## src/rtl/counter_strobe_multi.sv

```systemverilog
`default_nettype none
// ============================================================================
// counter_strobe_multi : CHANNELS independent tick counters with programmable
//                        period, periodic/one-shot mode and a strobe delayed
//                        LATENCY cycles after each completing tick.
// Revision            : 1.0
// ============================================================================
module counter_strobe_multi #(
  parameter  int WIDTH    = 8,
  parameter  int CHANNELS = 4,
  parameter  int LATENCY  = 2,
  localparam int CH_W     = (CHANNELS > 1) ? $clog2(CHANNELS) : 1
) (
  input  logic                clk,
  input  logic                rst,
  input  logic [CHANNELS-1:0] tick_i,
  input  logic                cfg_valid_i,
  output logic                cfg_ready_o,
  input  logic [CH_W-1:0]     cfg_ch_i,
  input  logic [WIDTH-1:0]    cfg_period_i,
  input  logic                cfg_oneshot_i,
  output logic [CHANNELS-1:0] strobe_o,
  output logic [CHANNELS-1:0] armed_o
);

  localparam logic [0:0] ST_IDLE = 1'b0;
  localparam logic [0:0] ST_RUN  = 1'b1;

  logic cfg_ready_q;
  logic cfg_fire;

  // Ready comes up one cycle after reset is released and then stays high.
  always_ff @(posedge clk) begin
    if (rst) begin
      cfg_ready_q <= 1'b0;
    end else begin
      cfg_ready_q <= 1'b1;
    end
  end

  assign cfg_ready_o = cfg_ready_q;
  assign cfg_fire    = cfg_valid_i && cfg_ready_q;

  for (genvar c = 0; c < CHANNELS; c++) begin : g_ch
    localparam logic [CH_W-1:0] C_IDX = CH_W'(c);

    logic [0:0]         state_q, state_d;
    logic [WIDTH-1:0]   count_q, count_d;
    logic [WIDTH-1:0]   period_q, period_d;
    logic               oneshot_q, oneshot_d;
    logic [LATENCY-1:0] pipe_q, pipe_d;
    logic [WIDTH-1:0]   count_inc;
    logic               sel;
    logic               cnt_en;
    logic               complete;
    logic               pipe_in;

    assign sel       = cfg_fire && (cfg_ch_i == C_IDX);
    assign count_inc = count_q + WIDTH'(1);
    assign cnt_en    = (state_q == ST_RUN) && tick_i[c];
    assign complete  = cnt_en && (count_inc == period_q);

    // A configuration write takes priority over a same-cycle tick.
    always_comb begin
      state_d   = state_q;
      count_d   = count_q;
      period_d  = period_q;
      oneshot_d = oneshot_q;
      pipe_in   = 1'b0;
      if (sel) begin
        period_d  = cfg_period_i;
        oneshot_d = cfg_oneshot_i;
        count_d   = '0;
        state_d   = (cfg_period_i != '0) ? ST_RUN : ST_IDLE;
      end else if (cnt_en) begin
        if (complete) begin
          count_d = '0;
          pipe_in = 1'b1;
          if (oneshot_q) begin
            state_d = ST_IDLE;
          end
        end else begin
          count_d = count_inc;
        end
      end
    end

    if (LATENCY == 1) begin : g_lat1
      assign pipe_d = sel ? 1'b0 : pipe_in;
    end else begin : g_latn
      assign pipe_d = sel ? '0 : {pipe_q[LATENCY-2:0], pipe_in};
    end

    always_ff @(posedge clk) begin
      if (rst) begin
        state_q   <= ST_IDLE;
        count_q   <= '0;
        period_q  <= '0;
        oneshot_q <= 1'b0;
        pipe_q    <= '0;
      end else begin
        state_q   <= state_d;
        count_q   <= count_d;
        period_q  <= period_d;
        oneshot_q <= oneshot_d;
        pipe_q    <= pipe_d;
      end
    end

    assign strobe_o[c] = pipe_q[LATENCY-1];
    assign armed_o[c]  = (state_q == ST_RUN);
  end

endmodule
`default_nettype wire

```

## config.mk

```make
export PLATFORM = sky130hd
export DESIGN_NAME = counter_strobe_multi
export DESIGN_NICKNAME = d
export VERILOG_FILES = /design/src/rtl/counter_strobe_multi.sv
export SDC_FILE = /design/constraint.sdc
export NUM_CORES = 1
export LEC_CHECK = 0
export ABC_AREA = 1
export BUFFER_PORTS_ARGS = -buffer_cell sky130_fd_sc_hd__buf_2
export CAP_MARGIN = 15
export CELL_PAD_IN_SITES_DETAIL_PLACEMENT = 0
export CELL_PAD_IN_SITES_GLOBAL_PLACEMENT = 2
export CORE_UTILIZATION = 35
export CTS_BUF_LIST = sky130_fd_sc_hd__clkbuf_4
export CTS_CLUSTER_SIZE = 40
export DETAILED_ROUTE_END_ITERATION = 6
export HOLD_SLACK_MARGIN = 0.06
export PLACE_DENSITY = 0.87
export SLEW_MARGIN = 20
export SYNTH_ARGS = -nofsm -noshare
export SYNTH_HDL_FRONTEND = slang
export SYNTH_SLANG_ARGS = --single-unit
```

## constraint.sdc

```tcl
create_clock -name clk -period 1.8 [get_ports clk]
set_input_delay 0.27 -clock clk [delete_from_list [all_inputs] [get_ports clk]]
set_output_delay 0.27 -clock clk [all_outputs]
set_load 0.01 [all_outputs]
```

==> results of run 1 <==
## power groups by stage
| stage | logic [mW] | clock network (mW) | registers (mW) |
|---|---|---|---|
| 2_1_floorplan | 0.142 | 0 | 1.88 |
| 3_5_place_dp | 0.225 | 0 | 1.89 |
| 6_report | 0.244 | 0.925 | 1.85 |
| 4_1_cts | 0.226 | 0.961 | 1.85 |
| 5_1_grt | 0.276 | 1.02 | 1.85 |
| 3_3_place_gp | 0.223 | 0 | 1.89 |
## how the worst max path moves through the flow
stage                               startpoint                         endpoint  slack [ns]  cells past startpoint
6_report       g_ch[1].count_q[0]$_SDFFE_PP0P_  g_ch[1].count_q[4]$_SDFFE_PP0P_        0.09                     11
5_1_grt        g_ch[1].count_q[0]$_SDFFE_PP0P_  g_ch[1].count_q[4]$_SDFFE_PP0P_       -0.02                     11
4_1_cts        g_ch[3].count_q[0]$_SDFFE_PP0P_  g_ch[3].count_q[6]$_SDFFE_PP0P_       0.004                     11
3_5_place_dp   g_ch[1].count_q[0]$_SDFFE_PP0P_  g_ch[1].count_q[1]$_SDFFE_PP0P_       -0.06                     12
3_3_place_gp   g_ch[1].count_q[0]$_SDFFE_PP0P_  g_ch[1].count_q[5]$_SDFFE_PP0P_       -0.01                     12
2_1_floorplan  g_ch[1].count_q[0]$_SDFFE_PP0P_  g_ch[1].count_q[1]$_SDFFE_PP0P_        0.22                     11
## per-layer routing
metal | part of all wire | vias up
li1 | - | 2161
met3 | 0.032 | 11
met2 | 0.47 | 65
met1 | 0.48 | 1913
met5 | 0 | -
met4 | 0.018 | 0
## cells by family (layout without fill, tap and decap cells)
group | Yosys count | after routing
simple gates | 358 | 361
compound gates | 107 | 107
buf+inv | 96 | 141
flops | 81 | 81
fa+ha+maj | 4 | 4
## registers in the layout, indices dropped and copies added (netlist names)
register	flops
g_ch.pipe_q	8
g_ch.state_q	4
g_ch.oneshot_q	4
g_ch.count_q	32
cfg_ready_o	1
g_ch.period_q	32
## cell usage after synthesis
cell type	instances	area, um^2
a21oi_1	62	310.3
and2_1	4	25.02
buf_4	8	60.06
clkbuf_1	10	37.54
clkinv_1	7	26.28
dfxtp_1	81	1622
ha_1	4	50.05
inv_1	71	266.5
nand2_1	167	626.9
nand2_2	5	31.28
nand2_4	2	22.52
nand3_1	68	340.3
nand3_4	2	35.03
nand3b_1	12	90.09
nand4_1	2	12.51
nor2_1	74	277.8
nor2_2	14	87.58
nor3_1	3	15.01
nor3_2	1	10.01
nor4_1	2	12.51
o21a_1	2	15.01
o21ai_0	40	200.2
o21ai_1	1	5.000
o21bai_2	2	22.52
or2_1	1	6.260
or2_2	1	6.260
## layout make-up
class                   count  area (um^2)  area share
multi-input cells         472         2387      0.4884
clock inverters             6        25.02    0.005119
inverters                  78        292.8     0.05989
well taps                 143        178.9     0.03660
repair buffers             47        287.8     0.05887
clock buffers              10        75.07     0.01536
flip-flops and latches     81         1642      0.3358
## what timing repair did
item	in CTS	in global routing
gates resized for setup	2	47
cloned	0	3
buffers inserted	0	3
endpoints found under the setup margin	16	58
hold endpoints to repair	0	0
pin swaps	0	12
## per-stage QoR
stage                     total power, mW  hold slack [ns]
final                               3.015           0.1299
after global routing                3.147           0.1237
after CTS                           3.037           0.1124
after detailed placement            2.114           0.4015
after global placement              2.112           0.3953
after floorplan                     2.025           0.3936
==> reports/metrics.yaml, run 1 <==
outcome:
  status: "finished, violations left"
  failed_checks: "DRC"
timing:
  fmax_mhz: 586.5
  tightest_slew_ns: 0.9079
  fin_tns_setup_ns: 0
  drv_slew: 0
  fin_crit_sh: 0.9473
  timing_hold_violations_final: 0
  rsz0062_at_grt: "true"
  layout_setup_ws_ns: 0.09483
  relSlewSlack: 0.3941
  fin_crit_ns: 1.705
  setup_viol: 0
  skew_ns: 0.008384
final_layout:
  drive_gt1_frac: 0.1772
  fill_cells: 1244
  mostFrequentLayoutCells: "nand2_1, inv_1, dfxtp_1"
  fin_util: 0.4227
  nets: 711
  instances_no_fill: 837
  syn2layout_area_growth_pct: 16.00
  design_area_um2: 4888
  antenna_cells: 0
  layout_commonest_cell: "nand2_1"
drt:
  drtIter0Drc: 215
  wirelength_mm: 10.97
  ant_nets: 0
  wl_per_cell_um: 13.11
  dr.pass1.iters: 7
  drc: 3
  via_count: 4150
  via_per_inst: 4.958
setup_path:
  path_buf_inv: 0
  required_ns: 2.15
  critPathTopFamily: "simple AND/OR/NAND/NOR gates"
  timing.rr.start: "g_ch[1].count_q[0]$_SDFFE_PP0P_"
  cp_cell_sequence: "ha_4 -> nand2_1 -> nand2_1 -> nor2_1 -> nand2_1 -> nor2_1 -> nand3_1 -> nor2_4 -> nand3_4 -> nand3_1 -> a21oi_1"
  cp-end-kind: "flop"
  critPathKind: "reg2reg"
  cp_slowest_cell: "dfxtp_4"
  path_max_fanout: 5
  r2r-end: "g_ch[1].count_q[4]$_SDFFE_PP0P_"
  r2r_slack_ns: 0.09
  rr_worst_depth: 11
  setup.worst_path.start_class: "flop"
  critical_path.max_stage_delay_ns: 0.38
  critPathArrivalTime_ns: 2.06
  crit_path_frequent_cell: "nand2_1"
floorplan:
  dieArea_um2: 12480
  num_rows: 39
  die_x_um: 111.7
  die_h_um: 111.7
  fp.coreArea_um2: 11560
  io_pins: 27
  initial_core_util: 0.3644
min_path:
  min_path_type: "in2reg"
  hp-start: "rst"
  min_path_cells: 2
  min_to: "g_ch[0].state_q$_SDFFE_PP0P_"
grt:
  grt_pass1_vias: 3738
  overflow: 0
  grt_max_degree: 38
  grt_util_met1: 0.2387
  met3_usage: 0.02940
  busiest_layer: "met2"
  grt_pass1_wl_mm: 17.55
  grt.total_usage: 0.1796
  use_met2: 0.2870
  antenna_found_initial: 0
pwr:
  p_leak_nw: 1.916
  swShare: 0.2762
  p_seq_frac: 0.612
  p_switching_mw: 0.8328
  power.combinational.fraction: 0.081
  clkPwrFrac: 0.307
  p_int_mw: 2.183
  ir_drop_mv: 0.3125
  power_density_nw_per_um2: 616.8
place:
  place_ws_ns: -0.05879
  dpl-instance-area_um2: 4561
  placedCellCount: 815
  dp_hpwl_mm: 7.790
  io_buffers: 26
  finalWeightedCongestion: 0.8101
synth:
  syn_area_per_cell_um2: 6.523
  ys_warn_count: 0
  mappedNetlistArea_um2: 4214
  synth_seq_cells: 81
  synthCells: 646
  synth.distinct_cells: 26
  synth_simple_gate_area_frac: 0.3795
  synth-compound-area-share: 0.1312
  synth_xor_area_frac: 0
  synth_top_family_by_area: "simple AND/OR/NAND/NOR gates"
  synth_mux_area_frac: 0
  yosysSeqAreaShare: 0.3848
  synth_adder_area_share: 0.01188
  synthesis.nets: 668
clock_network:
  holdBufCountCts: 0
  cts_tree: "yes"
  clkLatencyLatePin_ns: 0.46
  cts_made_buffers: 9
  cts-root-buf: "clkbuf_4"
  cts_buffer_depth: 2
  cts.sink_count: 81
  path_clk_slew_ns: 0.13
  htree_num_levels: 3
job:
  drv_cap: 0
(Power assumes the default switching activity.)
==> run 2, diff against run 1 <==
Settings changed: ABC_AREA 1 to not set, CORE_UTILIZATION 35 to 38, PLACE_DENSITY 0.87 to 0.88.
==> run 2 against run 1 <==
Net effect:
- clock-buffer cell count increased by 1
- design area increased by 13%
- combinational power increased by 7%
- clock skew increased by 0.013 ns
- total power decreased by 0.43%
- the flow finishes with violations (setup timing)
- first-iteration DRC count increased by 19%
- final cell count decreased by 8.4%
- critical path depth decreased by 3
- worst setup slack got worse by 0.42 ns
- worst hold slack improved by 0.013 ns
- largest cell class unchanged
==> reports/metrics.yaml, run 2 <==
drt:
  ant_nets: 0  # unchanged
  via_per_inst: 5.305  # was 4.958
  drc: 0  # was 3
  dr.pass1.iters: 4  # was 7
  drtIter0Drc: 255  # was 215
  wirelength_mm: 11.46  # was 10.97 mm
  via_count: 4069  # was 4,150
  wl_per_cell_um: 14.95  # was 13.11 um
clock_network:
  htree_num_levels: 3  # unchanged
  holdBufCountCts: 0  # unchanged
  path_clk_slew_ns: 0.13  # about the same
  cts_made_buffers: 9  # unchanged
  cts-root-buf: "clkbuf_4"  # unchanged
  cts.sink_count: 81  # unchanged
  cts_buffer_depth: 2  # unchanged
  cts_tree: "yes"  # unchanged
  clkLatencyLatePin_ns: 0.42  # was 0.46 ns
pwr:
  total_power_mw: 3.002  # was 3.015 mW
  p_leak_nw: 2.038  # was 1.916 nW
  ir_drop_mv: 0.3169  # was 0.3125 mV
  power_density_nw_per_um2: 543.7  # was 616.8 nW/um^2
setup_path:
  critical_path_depth: 8  # was 11
  required_ns: 2.12  # was 2.15 ns
  setup.worst_path.start_class: "flop"  # unchanged
  rr_worst_depth: 8  # was 11
  path_max_fanout: 6  # was 5
  critPathArrivalTime_ns: 2.45  # was 2.06 ns
  critPathTopFamily: "compound AO/OA/AOI/OAI gates"  # was simple AND/OR/NAND/NOR gates
  cp_cell_sequence: "ha_4 -> nand3_2 -> or3_4 -> a2111oi_4 -> o311ai_4 -> nand4_4 -> buf_6 -> o22ai_1"  # was ha_4 -> nand2_1 -> nand2_1 -> nor2_1 -> nand2_1 -> nor2_1 -> nand3_1 -> nor2_4 -> nand3_4 -> nand3_1 -> a21oi_1
  cp_slowest_cell: "a2111oi_4"  # was dfxtp_4
  cp-end-kind: "flop"  # unchanged
  path_buf_inv: 1  # was 0
  critical_path.max_stage_delay_ns: 0.41  # was 0.38 ns
  critPathKind: "reg2reg"  # unchanged
synth:
  async_flop_share: 0  # unchanged
  synth_seq_cells: 81  # unchanged
  synthCells: 538  # was 646
  synth.most_common_cell: "nand2_1"  # unchanged
  synth_top_cell_by_area: "dfxtp_1"  # unchanged
  synth.distinct_cells: 60  # was 26
  mappedNetlistArea_um2: 4243  # was 4214 um^2
  synth_edf_count: 0  # unchanged
  synthesis.nets: 560  # was 668
  ys.flop_type: "dfxtp_1"  # unchanged
  synth_area_leaders: "dfxtp_1, nand2_1, a21oi_1, xnor2_1, xor2_1"  # was dfxtp_1, nand2_1, nand3_1, a21oi_1, nor2_1
  yosysSeqAreaShare: 0.3822  # was 0.3848
  syn_area_per_cell_um2: 7.886  # was 6.523 um^2
  synth_top_area_share: 0.3822  # was 0.3848
  yosys-top-cells-count: "nand2_1, dfxtp_1, a21oi_1"  # was nand2_1, dfxtp_1, nor2_1
  ys_warn_count: 0  # unchanged
floorplan:
  die_x_um: 107.7  # was 111.7 um
  fp.coreArea_um2: 10840  # was 11,560 um^2
  num_rows: 38  # was 39
  die_h_um: 107.7  # was 111.7 um
  initial_core_util: 0.3914  # was 0.3644
  dieArea_um2: 11590  # was 12,480 um^2
  io_pins: 27  # unchanged
timing:
  rsz0062_at_grt: "true"  # unchanged
  relSlewSlack: 0.5789  # was 0.3941
  fin_crit_sh: 1.180  # was 0.9473
  timing_hold_violations_final: 0  # unchanged
  tightest_slew_ns: 0.6293  # was 0.9079 ns
  drv_slew: 0  # unchanged
  fin_crit_ns: 2.124  # was 1.705 ns
  setup_viol: 31  # was 0
  layout_setup_ws_ns: -0.3244  # was 0.09483 ns
  fmax_mhz: 470.7  # was 586.5 MHz
  whs_ns: 0.1427  # was 0.1299 ns
  skew_ns: 0.02122  # was 0.008384 ns
grt:
  grt_max_degree: 24  # was 38
  antenna_found_initial: 0  # unchanged
  grt.total_usage: 0.2042  # was 0.1796
  grt_pass1_vias: 3748  # was 3,738
  overflow: 0  # unchanged
  grt_pass1_wl_mm: 18.50  # was 17.55 mm
final_layout:
  drive_gt1_frac: 0.3158  # was 0.1772
  fin_util: 0.5095  # was 0.4227
  layout_commonest_cell: "nand2_1"  # unchanged
  nets: 644  # was 711
  antenna_cells: 0  # unchanged
  design_area_um2: 5523  # was 4888 um^2
  largestRegisters: "g_ch.count_q (32), g_ch.period_q (32), g_ch.pipe_q (8)"  # unchanged
  mostFrequentLayoutCells: "nand2_1, buf_4, dfxtp_1"  # was nand2_1, inv_1, dfxtp_1
  syn2layout_area_growth_pct: 30.17  # was 16.00%
place:
  io_buffers: 26  # unchanged
  dp_hpwl_mm: 8.038  # was 7.790 mm
  place_ws_ns: -0.2478  # was -0.05879 ns
  finalWeightedCongestion: 0.8586  # was 0.8101
  dpl-instance-area_um2: 4994  # was 4561 um^2
job:
  drv_cap: 0  # unchanged
outcome:
  failed_checks: "setup timing"  # was DRC
  status: "finished, violations left"  # unchanged
min_path:
  min_path_cells: 3  # was 2
  min_path_type: "in2reg"  # unchanged
run 2: final timing paths:
path / endpoint / slack, ns / startpoint
worst max register to register: g_ch[2].count_q[2]$_SDFFE_PP0P_ / -0.32 / g_ch[2].count_q[1]$_SDFFE_PP0P_
worst max-delay path: g_ch[2].count_q[2]$_SDFFE_PP0P_ / -0.32 / g_ch[2].count_q[1]$_SDFFE_PP0P_
worst min register to register: g_ch[3].period_q[7]$_SDFFE_PP0P_ / 0.47 / g_ch[3].period_q[7]$_SDFFE_PP0P_
worst min-delay path: g_ch[1].count_q[1]$_SDFFE_PP0P_ / 0.14 / tick_i[1]
run 2: logic make-up after synthesis:
group           Yosys count  synth area share
buf+inv                  55           0.05987
simple gates            241            0.2760
mux                       1          0.002359
flops                    81            0.3822
xor+xnor                 41           0.08788
compound gates          115            0.1799
fa+ha+maj                 4           0.01180
run 2: what timing repair did:
item,CTS,global route
cloned,1,0
pin swaps,32,14
gates resized for setup,50,26
setup endpoints to repair,39,39
buffers inserted,6,6
run 2: power breakdown:
part / switching, mW / internal (mW) / leakage, nW
registers: 0.0190 / 1.81 / 0.663
logic: 0.165 / 0.0979 / 1.31
clock network: 0.614 / 0.301 / 0.0655
total: 0.797 / 2.21 / 2.04
run 2: final cells by class:
class                   instances  area [um^2]
clock buffers                  11        82.58
inverters                      16        60.06
well taps                     140        175.2
clock inverters                 5        22.52
multi-input cells             403         2733
repair buffers                111        794.5
fillers                      1045         5318
flip-flops and latches         81         1655
run 2: through the flow:
step,setup TNS [ns],std cells
finish,-4.212,767
CTS,-3.449,761
global placement,-4.312,738
global route,-6.934,767
detailed placement,-5.374,738
floorplan,-1.397,538
run 2: routing by layer:
layer / track usage / wire length [um]
met3: 0.02906 / 357
met4: 0.06751 / 167
met1: 0.2813 / 5521
met2: 0.3265 / 5416
met5: 0 / 0
run 2: worst register-to-register path, delay by kind of cell, from the launching register on:
kind	cells	cell delay (ns)
adder cells (fa/ha/maj)	1	0.14
AND/OR/NAND/NOR	3	0.63
buffers and inverters	1	0.13
AO/OA/AOI/OAI	3	0.73
flip-flops	1	0.40
